==> config.mk <==
export PLATFORM = sky130hd
export DESIGN_NAME = lcd_timing_gen
export DESIGN_NICKNAME = d
export VERILOG_FILES = /design/src/rtl/lcd_timing_pkg.sv /design/src/rtl/lcd_axis_counter.sv /design/src/rtl/lcd_timing_gen.sv
export SDC_FILE = /design/constraint.sdc
export NUM_CORES = 1
export LEC_CHECK = 0
export CAP_MARGIN = 5
export CELL_PAD_IN_SITES_DETAIL_PLACEMENT = 0
export CELL_PAD_IN_SITES_GLOBAL_PLACEMENT = 2
export CORE_UTILIZATION = 35
export CTS_CLUSTER_SIZE = 40
export DETAILED_ROUTE_END_ITERATION = 10
export PLACE_DENSITY_LB_ADDON = 0.1
export SLEW_MARGIN = 20
export SYNTH_ARGS = -nofsm -noshare
export SYNTH_HDL_FRONTEND = slang
export SYNTH_SLANG_ARGS = --single-unit
export TNS_END_PERCENT = 100
==> constraint.sdc <==
create_clock -name PIXEL_CLK -period 2.4 [get_ports PIXEL_CLK]
set_clock_uncertainty 0.1 [all_clocks]
set_input_delay 0.72 -clock PIXEL_CLK [delete_from_list [all_inputs] [get_ports PIXEL_CLK]]
set_output_delay 0.72 -clock PIXEL_CLK [all_outputs]
set_load 0.01 [all_outputs]
==> src/rtl/lcd_timing_pkg.sv <==
// Shared types and timing presets for the LCD timing generator.
// The prefetch option is selected with LCD_TIMING_PREFETCH_EN (see lcd_timing_gen).
package lcd_timing_pkg;

  localparam int DEFAULT_CW = 32'd11;

  typedef enum logic [1:0] {
    ST_IDLE  = 2'd0,
    ST_RUN   = 2'd1,
    ST_DRAIN = 2'd2
  } state_e;

  typedef struct packed {
    int h_sync;
    int h_back;
    int h_active;
    int h_front;
    int v_sync;
    int v_back;
    int v_active;
    int v_front;
  } timing_t;

  // 480x272 panel timing, also the generator defaults
  localparam timing_t TIMING_480X272 = '{
    h_sync: 32'd21, h_back: 32'd22, h_active: 32'd480, h_front: 32'd1,
    v_sync: 32'd1,  v_back: 32'd6,  v_active: 32'd272, v_front: 32'd6
  };

  localparam timing_t TIMING_800X480 = '{
    h_sync: 32'd2, h_back: 32'd46, h_active: 32'd800, h_front: 32'd210,
    v_sync: 32'd5, v_back: 32'd23, v_active: 32'd480, v_front: 32'd22
  };

  function automatic int seg_total(input int s, input int b, input int a, input int f);
    return s + b + a + f;
  endfunction

endpackage

==> src/rtl/lcd_axis_counter.sv <==
// One timing axis: a wrapping position counter with sync/active decode.
// Decodes are combinational from the counter register; the top registers them.
module lcd_axis_counter
  import lcd_timing_pkg::*;
#(
  parameter int CW     = DEFAULT_CW,
  parameter int SYNC   = 32'd1,
  parameter int BACK   = 32'd1,
  parameter int ACTIVE = 32'd1,
  parameter int FRONT  = 32'd1
) (
  input  logic          clk,
  input  logic          rst,
  input  logic          clear,
  input  logic          advance,
  output logic [CW-1:0] cnt,
  output logic          wrap,
  output logic          sync,
  output logic          active,
  output logic [CW-1:0] pos
);

  localparam int TOTAL = seg_total(SYNC, BACK, ACTIVE, FRONT);

  if (SYNC == 0 || BACK == 0 || ACTIVE == 0 || FRONT == 0 ||
      longint'(TOTAL) > (longint'(1) << CW)) begin : g_bad_cfg
    $error("lcd_axis_counter: zero-length segment or total exceeds counter range");
  end

  localparam logic [CW-1:0] LAST     = CW'(TOTAL - 1);
  localparam logic [CW-1:0] SYNC_END = CW'(SYNC);
  localparam logic [CW-1:0] ACT_LO   = CW'(SYNC + BACK);
  localparam logic [CW-1:0] ACT_HI   = CW'(SYNC + BACK + ACTIVE);

  logic [CW-1:0] cnt_q;
  logic [CW-1:0] cnt_d;

  // next count: clear wins, otherwise step and wrap after the last position
  always_comb begin
    cnt_d = cnt_q;
    if (clear) begin
      cnt_d = '0;
    end else if (advance) begin
      if (cnt_q == LAST) begin
        cnt_d = '0;
      end else begin
        cnt_d = cnt_q + CW'(1);
      end
    end else begin
      cnt_d = cnt_q;
    end
  end

  // counter register
  always_ff @(posedge clk or posedge rst) begin
    if (rst) begin
      cnt_q <= '0;
    end else begin
      cnt_q <= cnt_d;
    end
  end

  assign cnt    = cnt_q;
  assign wrap   = (cnt_q == LAST);
  assign sync   = (cnt_q < SYNC_END);
  assign active = (cnt_q >= ACT_LO) && (cnt_q < ACT_HI);
  assign pos    = active ? (cnt_q - ACT_LO) : '0;

endmodule

==> src/rtl/lcd_timing_gen.sv <==
// LCD frame timing generator: IDLE/RUN/DRAIN control over H and V axis counters.
// Define LCD_TIMING_PREFETCH_EN to add the LEAD-cycle-early PREQ/PXPOS/PYPOS outputs.
module lcd_timing_gen
  import lcd_timing_pkg::*;
#(
  parameter int CW       = DEFAULT_CW,
  parameter int H_SYNC   = TIMING_480X272.h_sync,
  parameter int H_BACK   = TIMING_480X272.h_back,
  parameter int H_ACTIVE = TIMING_480X272.h_active,
  parameter int H_FRONT  = TIMING_480X272.h_front,
  parameter int V_SYNC   = TIMING_480X272.v_sync,
  parameter int V_BACK   = TIMING_480X272.v_back,
  parameter int V_ACTIVE = TIMING_480X272.v_active,
  parameter int V_FRONT  = TIMING_480X272.v_front,
  parameter bit HSYNC_POL = 1'b0,
  parameter bit VSYNC_POL = 1'b0,
  parameter bit DEN_POL   = 1'b1
`ifdef LCD_TIMING_PREFETCH_EN
  ,parameter int LEAD     = 32'd2
`endif
) (
  input  logic          PIXEL_CLK,
  input  logic          RESET,
  input  logic          ENABLE,
  output logic          HSYNC,
  output logic          VSYNC,
  output logic          DEN,
  output logic [CW-1:0] XPOS,
  output logic [CW-1:0] YPOS,
  output logic          LINE_START,
  output logic          FRAME_START,
  output logic          RUNNING
`ifdef LCD_TIMING_PREFETCH_EN
  ,output logic          PREQ
  ,output logic [CW-1:0] PXPOS
  ,output logic [CW-1:0] PYPOS
`endif
);

  localparam logic [CW-1:0] H_ACT_LO = CW'(H_SYNC + H_BACK);
  localparam logic [CW-1:0] V_ACT_LO = CW'(V_SYNC + V_BACK);

  state_e        state_q, state_d;
  logic          run_s, frame_end_s, den_s;
  logic          h_clear_s, h_adv_s, v_adv_s;
  logic [CW-1:0] h_cnt_s, v_cnt_s, h_pos_s, v_pos_s;
  logic          h_wrap_s, v_wrap_s, h_sync_s, v_sync_s, h_active_s, v_active_s;

  logic          hsync_q, vsync_q, den_q, line_start_q, frame_start_q, running_q;
  logic          hsync_d, vsync_d, den_d, line_start_d, frame_start_d, running_d;
  logic [CW-1:0] xpos_q, ypos_q, xpos_d, ypos_d;

  assign run_s       = (state_q != ST_IDLE);
  assign h_clear_s   = ~run_s;
  assign h_adv_s     = run_s;
  assign v_adv_s     = run_s & h_wrap_s;
  assign frame_end_s = h_wrap_s & v_wrap_s;

  lcd_axis_counter #(
    .CW(CW), .SYNC(H_SYNC), .BACK(H_BACK), .ACTIVE(H_ACTIVE), .FRONT(H_FRONT)
  ) u_h_axis (
    .clk(PIXEL_CLK), .rst(RESET), .clear(h_clear_s), .advance(h_adv_s),
    .cnt(h_cnt_s), .wrap(h_wrap_s), .sync(h_sync_s), .active(h_active_s), .pos(h_pos_s)
  );

  lcd_axis_counter #(
    .CW(CW), .SYNC(V_SYNC), .BACK(V_BACK), .ACTIVE(V_ACTIVE), .FRONT(V_FRONT)
  ) u_v_axis (
    .clk(PIXEL_CLK), .rst(RESET), .clear(h_clear_s), .advance(v_adv_s),
    .cnt(v_cnt_s), .wrap(v_wrap_s), .sync(v_sync_s), .active(v_active_s), .pos(v_pos_s)
  );

  // state register
  always_ff @(posedge PIXEL_CLK or posedge RESET) begin
    if (RESET) begin
      state_q <= ST_IDLE;
    end else begin
      state_q <= state_d;
    end
  end

  // next state: a stop request only takes effect on the frame-end cycle
  always_comb begin
    state_d = state_q;
    case (state_q)
      ST_IDLE: begin
        if (ENABLE) state_d = ST_RUN;
        else        state_d = ST_IDLE;
      end
      ST_RUN, ST_DRAIN: begin
        if (ENABLE)           state_d = ST_RUN;
        else if (frame_end_s) state_d = ST_IDLE;
        else                  state_d = ST_DRAIN;
      end
      default: state_d = ST_IDLE;
    endcase
  end

  // output decode of the current counter state, registered below
  always_comb begin
    den_s         = run_s & h_active_s & v_active_s;
    hsync_d       = (run_s & h_sync_s) ? HSYNC_POL : ~HSYNC_POL;
    vsync_d       = (run_s & v_sync_s) ? VSYNC_POL : ~VSYNC_POL;
    den_d         = den_s ? DEN_POL : ~DEN_POL;
    running_d     = run_s;
    if (den_s) begin
      xpos_d        = h_pos_s;
      ypos_d        = v_pos_s;
      line_start_d  = (h_cnt_s == H_ACT_LO);
      frame_start_d = (h_cnt_s == H_ACT_LO) && (v_cnt_s == V_ACT_LO);
    end else begin
      xpos_d        = '0;
      ypos_d        = '0;
      line_start_d  = 1'b0;
      frame_start_d = 1'b0;
    end
  end

  // registered outputs
  always_ff @(posedge PIXEL_CLK or posedge RESET) begin
    if (RESET) begin
      hsync_q       <= ~HSYNC_POL;
      vsync_q       <= ~VSYNC_POL;
      den_q         <= ~DEN_POL;
      xpos_q        <= '0;
      ypos_q        <= '0;
      line_start_q  <= 1'b0;
      frame_start_q <= 1'b0;
      running_q     <= 1'b0;
    end else begin
      hsync_q       <= hsync_d;
      vsync_q       <= vsync_d;
      den_q         <= den_d;
      xpos_q        <= xpos_d;
      ypos_q        <= ypos_d;
      line_start_q  <= line_start_d;
      frame_start_q <= frame_start_d;
      running_q     <= running_d;
    end
  end

  assign HSYNC       = hsync_q;
  assign VSYNC       = vsync_q;
  assign DEN         = den_q;
  assign XPOS        = xpos_q;
  assign YPOS        = ypos_q;
  assign LINE_START  = line_start_q;
  assign FRAME_START = frame_start_q;
  assign RUNNING     = running_q;

`ifdef LCD_TIMING_PREFETCH_EN
  if (LEAD < 1 || LEAD > H_BACK) begin : g_bad_lead
    $error("lcd_timing_gen: LEAD must lie in 1..H_BACK");
  end

  localparam logic [CW:0] PF_LEAD = (CW+1)'(LEAD);
  localparam logic [CW:0] PF_LO   = (CW+1)'(H_SYNC + H_BACK);
  localparam logic [CW:0] PF_HI   = (CW+1)'(H_SYNC + H_BACK + H_ACTIVE);

  logic [CW:0]   la_s;
  logic          pf_act_s;
  logic          preq_q, preq_d;
  logic [CW-1:0] pxpos_q, pxpos_d, pypos_q, pypos_d;

  // LEAD <= H_BACK means a lookahead past the line end is never active,
  // so the prefetch never predicts beyond the current line or frame
  always_comb begin
    la_s     = {1'b0, h_cnt_s} + PF_LEAD;
    pf_act_s = run_s & v_active_s & (la_s >= PF_LO) & (la_s < PF_HI);
    preq_d   = pf_act_s;
    if (pf_act_s) begin
      pxpos_d = la_s[CW-1:0] - H_ACT_LO;
      pypos_d = v_pos_s;
    end else begin
      pxpos_d = '0;
      pypos_d = '0;
    end
  end

  // registered prefetch outputs
  always_ff @(posedge PIXEL_CLK or posedge RESET) begin
    if (RESET) begin
      preq_q  <= 1'b0;
      pxpos_q <= '0;
      pypos_q <= '0;
    end else begin
      preq_q  <= preq_d;
      pxpos_q <= pxpos_d;
      pypos_q <= pypos_d;
    end
  end

  assign PREQ  = preq_q;
  assign PXPOS = pxpos_q;
  assign PYPOS = pypos_q;
`endif

endmodule

**Word-level counts from Yosys, hierarchy flattened**

Index checks and enable logic that the tools add are counted.

- Register bits after elaboration: 52
- Input port bits: 3
- Output and inout bits: 28

- $add $sub $neg: 4
- Order comparisons: 6
- Equality and inequality tests: 7
- Mux-type cells: 18
- Bitwise logic cells: 6
- Reduce and logical (&&, ||, !) cells: 6

Operator list:

| operator | number |
|---|---|
| 2-to-1 mux 11 bit | 9 |
| adder 11 x 1 -> 11 bit (second input constant) | 2 |
| == test 11 x 10 -> 1 bit (second input constant) | 1 |
| == test 11 x 3 -> 1 bit (second input constant) | 1 |
| == test 11 x 6 -> 1 bit (second input constant) | 1 |
| == test 11 x 9 -> 1 bit (second input constant) | 1 |
| >= comparator 11 x 3 -> 1 bit (second input constant) | 1 |
| >= comparator 11 x 6 -> 1 bit (second input constant) | 1 |
| < comparator 11 x 1 -> 1 bit (second input constant) | 1 |
| < comparator 11 x 10 -> 1 bit (second input constant) | 1 |
| < comparator 11 x 5 -> 1 bit (second input constant) | 1 |
| < comparator 11 x 9 -> 1 bit (second input constant) | 1 |
| subtractor 11 x 3 -> 11 bit (second input constant) | 1 |
| subtractor 11 x 6 -> 11 bit (second input constant) | 1 |
| AND 1 bit | 6 |
| 2-to-1 mux 1 bit | 6 |
| 2-to-1 mux 2 bit | 2 |
| case mux 2 bit (2 select lines) | 1 |
| logical AND 1 bit | 3 |
| == test 2 x 1 -> 1 bit (second input constant) | 1 |
| == test 2 bit (second input constant) | 1 |
| logical NOT 2 bit | 1 |
| inequality test 2 x 1 -> 1 bit (second input constant) | 1 |
| nonzero test 2 bit | 1 |
| OR reduction 2 bit | 1 |

**Logic depth before layout (Yosys ltp)**

- Word-level depth: 5
- Gate-level depth with buffers: 7

**Modules after synthesis**

A second synthesis with hierarchy kept.

- Cells, all modules: 315
- Area total of the unflattened synthesis: 2947.8 um^2

By module, submodules not included:

| module | times used | cells each | area an instance (um^2) | seq. area each (um^2) |
|---|---|---|---|---|
| lcd_timing_gen | 1 | 78 | 1062.3 | 753.2 |
| lcd_axis_counter (u_h_axis) | 1 | 120 | 948.4 | 275.3 |
| lcd_axis_counter (u_v_axis) | 1 | 117 | 937.1 | 275.3 |

**Worst setup path before layout**

Ideal clock, no wire load.

- Path kind: register to register
- Start: reg u_h_axis.cnt_q[1], in the netlist u_h_axis.cnt[1]
- End: reg xpos_q[3], in the netlist XPOS[3]
- Setup time: 86 ps
- Data arrival time: 1749 ps
- Required time: 2214 ps
- Path slack: 465 ps
- Cell stages (with the launch flop): 7
- Buffers on the path: 1
- Path through: dfrtp_1 -> ha_1 -> or3b_2 -> a21oi_1 -> o211ai_1 -> buf_2 -> nor3_1

- Longest elaborated chain between the ends: 5
- Elaborated cells between the ends (all ways): 8
- Those cells by class: 1 x add/sub; 2 x order compare; 2 x mux; 2 x bitwise; 1 x reduce/logical

Ends and longest elaborated chain:

| what | RTL line | text |
|---|---|---|
| start, declared | lcd_axis_counter.sv:35 | `logic [CW-1:0] cnt_q;` |
| start signal, assigned | lcd_axis_counter.sv:59 | `cnt_q <= cnt_d;` |
| >= comparator 11 x 6 -> 1 bit / < comparator 11 x 10 -> 1 bit (equally long branches) | lcd_axis_counter.sv:66 | `assign active = (cnt_q >= ACT_LO) && (cnt_q < ACT_HI);` |
| logical AND 1 bit | lcd_axis_counter.sv:66 |  |
| AND 1 bit (2 in a row) | lcd_timing_gen.sv:101 | `den_s = run_s & h_active_s & v_active_s;` |
| 2-to-1 mux 11 bit * | lcd_timing_gen.sv:106 | `if (den_s) begin` |
| via xpos_d[3] | lcd_timing_gen.sv:51 | `logic [CW-1:0] xpos_q, ypos_q, xpos_d, ypos_d;` |
| end signal, assigned | lcd_timing_gen.sv:134 | `xpos_q <= xpos_d;` |
| end, declared | lcd_timing_gen.sv:51 |  |

The timed path passes the listed nets; every way through them passes the cells marked *.
A chain may end at the register's enable or synchronous reset.

**Worst setup path in the final report**

- Start: reg u_h_axis.cnt_q[1], in the netlist u_h_axis.cnt[1]
- End: reg u_v_axis.cnt_q[3], in the netlist u_v_axis.cnt[3]

- Longest elaborated chain between the ends: 3

Ends and longest elaborated chain:

| what | RTL line | text |
|---|---|---|
| == test 11 x 10 -> 1 bit | lcd_axis_counter.sv:64 | `assign wrap = (cnt_q == LAST);` |
| AND 1 bit | lcd_timing_gen.sv:56 | `assign v_adv_s = run_s & h_wrap_s;` |
| inequality test 2 x 1 -> 1 bit (no line) | n/a |  |
| end signal, assigned | lcd_axis_counter.sv:59 |  |
| end, declared | lcd_axis_counter.sv:35 |  |

No other way between the ends.

==> run_results.csv <==
group,metric,value,unit
worst_setup_path,critPathCaptureType,"flop",
route,dr.pass1.iters,4,
worst_setup_path,critPathArrivalTime,2320,ps
worst_setup_path,worstPathRequired,2530,ps
cts,cts.clk_slew.worst_paths,100,ps
min_path,hp-class,"flop to flop",
finish,syn_to_final_growth,19.51,%
power,leakage,0.001391,uW
worst_setup_path,path_max_fanout,14,
synth,synth_edf_count,0,
sta,period_needed,2188,ps
worst_setup_path,critPathSlowestCell,"or4_1",
worst_setup_path,startpoint_type,"flop",
global_routing,grt-ovfl-total,0,
synth,synth.distinct_cells,42,
floorplan,core_area,7370,um^2
sta,worst_slew_pin_slew,484.1,ps
worst_setup_path,worstSetupPathType,"flop to flop",
finish,fin_nets,317,
global_routing,grt_pass1_wl,11050,um
worst_setup_path,worstSetupStartpoint,"u_h_axis.cnt[1]",
power,p_total,2214,uW
synth,synthFlopType,"dfrtp_1",
sta,drv_slew,0,
min_path,hold_start,"state_q[0]",
global_routing,grt_max_degree,53,
cts,cts_tree,"done",
power,power_density,682.8,nW/um^2
floorplan,die_area,8106,um^2
cts,clock_latency,310,ps
placement,hpwl,4297,um
global_routing,track_usage,16.88,%
sta,tns,0,ps
finish,diodes,0,
worst_setup_path,reg2reg_from,"u_h_axis.cnt[1]",
cts,numCtsBuffers,5,
route,viasPerCell,5.249,
floorplan,rows,31,
power,switching_share,33.02,%
synth,synthCells,284,
route,drc_errors,0,
route,antenna_left,0,
power,p_comb_share,28.2,%
global_routing,antenna_found_initial,0,
sta,setup_viol,0,
worst_setup_path,crit_family,"simple AND/OR/NAND/NOR gates",
power,max-vdd-ir-drop,479.6,uV
power,internal_power,1483,uW
placement,port_buffers,30,
route,post_drt_wl_per_cell,15.05,um
cts,clkSinkCount,52,
worst_setup_path,path_cells,"ha_1 -> nor2b_2 -> nand3_2 -> or4_1 -> a21oi_1",
floorplan,io_pins,31,
finish,drive_above_1_share,11.29,%
floorplan,start_util,36.81,%
sta,rsz0062_at_grt,"no",
placement,pre_cts_ws,106.4,ps
route,vias,2147,
run,drv_cap,0,
synth,ys_ff_latch,52,
sta,fin_crit_sh,91.18,%
sta,slew_headroom,67.62,%
synth,syn_area,2713,um^2
outcome,outcome,"complete, no violations",
synth,syn-num-nets,292,
finish,post-route-util,43.99,%
cts,holdBufCountCts,0,
finish,fillers,753,
power,clockPowerShare,27.1,%
sta,clock.fmax,457.0,MHz
power,switchingPower,730.9,uW
synth,synth_seq_area_share,48.06,%
synth,synthArstFlopShare,100.0,%
placement,routabilityCongestion,0.7931,
synth,yosys_warnings,0,
route,drt_wl_total,6157,um
floorplan,fp.dieW,90.04,um
worst_setup_path,worst-path-buf-inv,0,
route,drtIter0Drc,62,
global_routing,grt_pass1_vias,2145,
synth,syn_avg_cell_area,9.551,um^2
floorplan,dieHeight,90.04,um
cts,cts-root-buf,"clkbuf_8",
sta,timing_hold_violations_final,0,
worst_setup_path,cp_slowest_stage_delay,560,ps
cts,h-tree-depth,2,
power,sequentialPowerShare,44.7,%
sta,fin_ws,211.7,ps
cts,clockBufferDepth,2,
-- worst paths after layout --
path,slack [ps],endpoint,depth (start not counted)
max in group asynchronous,1240,HSYNC,3
hold reg to reg,520,state_q[0],2
hold / removal,520,state_q[0],2
setup reg to reg,210,u_v_axis.cnt[3],5
setup / recovery,210,u_v_axis.cnt[3],5
min in group asynchronous,670,XPOS[6],3
-- state kept, by name, summed over array words and instances (netlist names) --
register	count
FRAME_START	1
HSYNC	1
DEN	1
state_q	2
LINE_START	1
XPOS	11
RUNNING	1
YPOS	11
u_h_axis.cnt	11
u_v_axis.cnt	11
VSYNC	1
-- placed cells by master, fill, tap and decap left out, types with 2 or more instances in the layout --
master,count
a211oi_1,2
a21oi_1,16
a31oi_1,3
and3_1,5
buf_4,14
clkbuf_8,5
clkdlybuf4s50_1,30
dfrtp_1,50
dfstp_2,2
ha_1,5
inv_1,10
nand2_1,13
nand3_1,16
nand3_2,2
nand4_1,3
nor2_1,23
nor3_1,26
nor3b_1,3
nor4_1,5
nor4b_1,2
o211ai_1,3
o21a_1,3
o21ai_0,7
o31ai_1,7
or3_1,3
or4_1,9
xnor2_1,15
xor2_1,9
-- layout make-up --
type / count / area, um^2 / area share [%]
Clock inverter: 2 / 35.03 / 1.081
Multi-Input combinational cell: 194 / 1240 / 38.25
Sequential cell: 52 / 1304 / 40.22
Inverter: 11 / 41.29 / 1.274
Tap cell: 99 / 123.9 / 3.821
Clock buffer: 6 / 72.57 / 2.239
Timing Repair Buffer: 45 / 425.4 / 13.12
-- Yosys cell counts, types with 2 or more instances --
library cell | count | area, um^2
a211oi_1 | 2 | 15.01
a21oi_1 | 16 | 80.08
a31oi_1 | 4 | 25.02
and3_1 | 5 | 31.28
buf_2 | 13 | 65.06
buf_6 | 3 | 33.78
clkbuf_1 | 10 | 37.54
dfrtp_1 | 50 | 1251
dfstp_2 | 2 | 52.55
ha_1 | 5 | 62.56
inv_1 | 11 | 41.29
nand2_1 | 13 | 48.80
nand3_1 | 17 | 85.08
nand4_1 | 3 | 18.77
nor2_1 | 23 | 86.33
nor3_1 | 26 | 130.1
nor3b_1 | 3 | 22.52
nor4_1 | 5 | 31.28
nor4b_1 | 2 | 17.52
o211ai_1 | 3 | 22.52
o21a_1 | 3 | 22.52
o21ai_0 | 7 | 35.03
o31ai_1 | 7 | 52.55
or3_1 | 3 | 18.77
or4_1 | 9 | 67.56
xnor2_1 | 15 | 131.4
xor2_1 | 9 | 78.83
-- logic make-up after synthesis --
family                     Yosys count  share of synthesized area [%]
xor gates and xnor gates            24                          7.749
adders and majority gates            5                          2.306
AOI/OAI and AO/OA                   46                          10.56
DFF                                 52                          48.06
and+or+nand+nor                    119                          24.58
buffers and inverters               38                          6.734
-- worst reg2reg max path, delay by kind of cell (launching register included) --
family          cells  cell delay, ps
fa+ha+maj           1             280
flops               1             470
simple gates        3            1120
compound gates      1             150
-- layer usage --
layer	GRT usage (%)	routed length (um)	vias up
met5	0	0	-
met4	4.570	78	0
met3	3.046	272	7
met2	25.51	2712	62
met1	24.73	3093	1023
li1	-	-	1055
-- power groups by stage --
stage / registers, uW / clock network (uW) / logic, uW
after floorplan: 1010 / 0 / 412
after global placement: 1010 / 0 / 630
after detailed placement: 1010 / 0 / 623
after CTS: 990 / 608 / 627
after global routing: 1000 / 646 / 712
final: 989 / 600 / 625
-- what timing repair did --
| item | CTS | global route |
|---|---|---|
| buffers inserted | 0 | 0 |
| setup endpoints to repair | 0 | 18 |
| gates resized for setup | 0 | 3 |
-- stage by stage --
stage / instance area, um^2 / hold WS [ps] / std cells
2_1_floorplan: 2713 / 448.6 / 284
3_3_place_gp: 3120 / 497.5 / 401
3_5_place_dp: 3120 / 500.7 / 401
4_1_cts: 3228 / 514.8 / 409
5_1_grt: 3242 / 560.8 / 409
6_report: 3242 / 515.2 / 409
No activity file was read; power rests on OpenSTA's default activity.
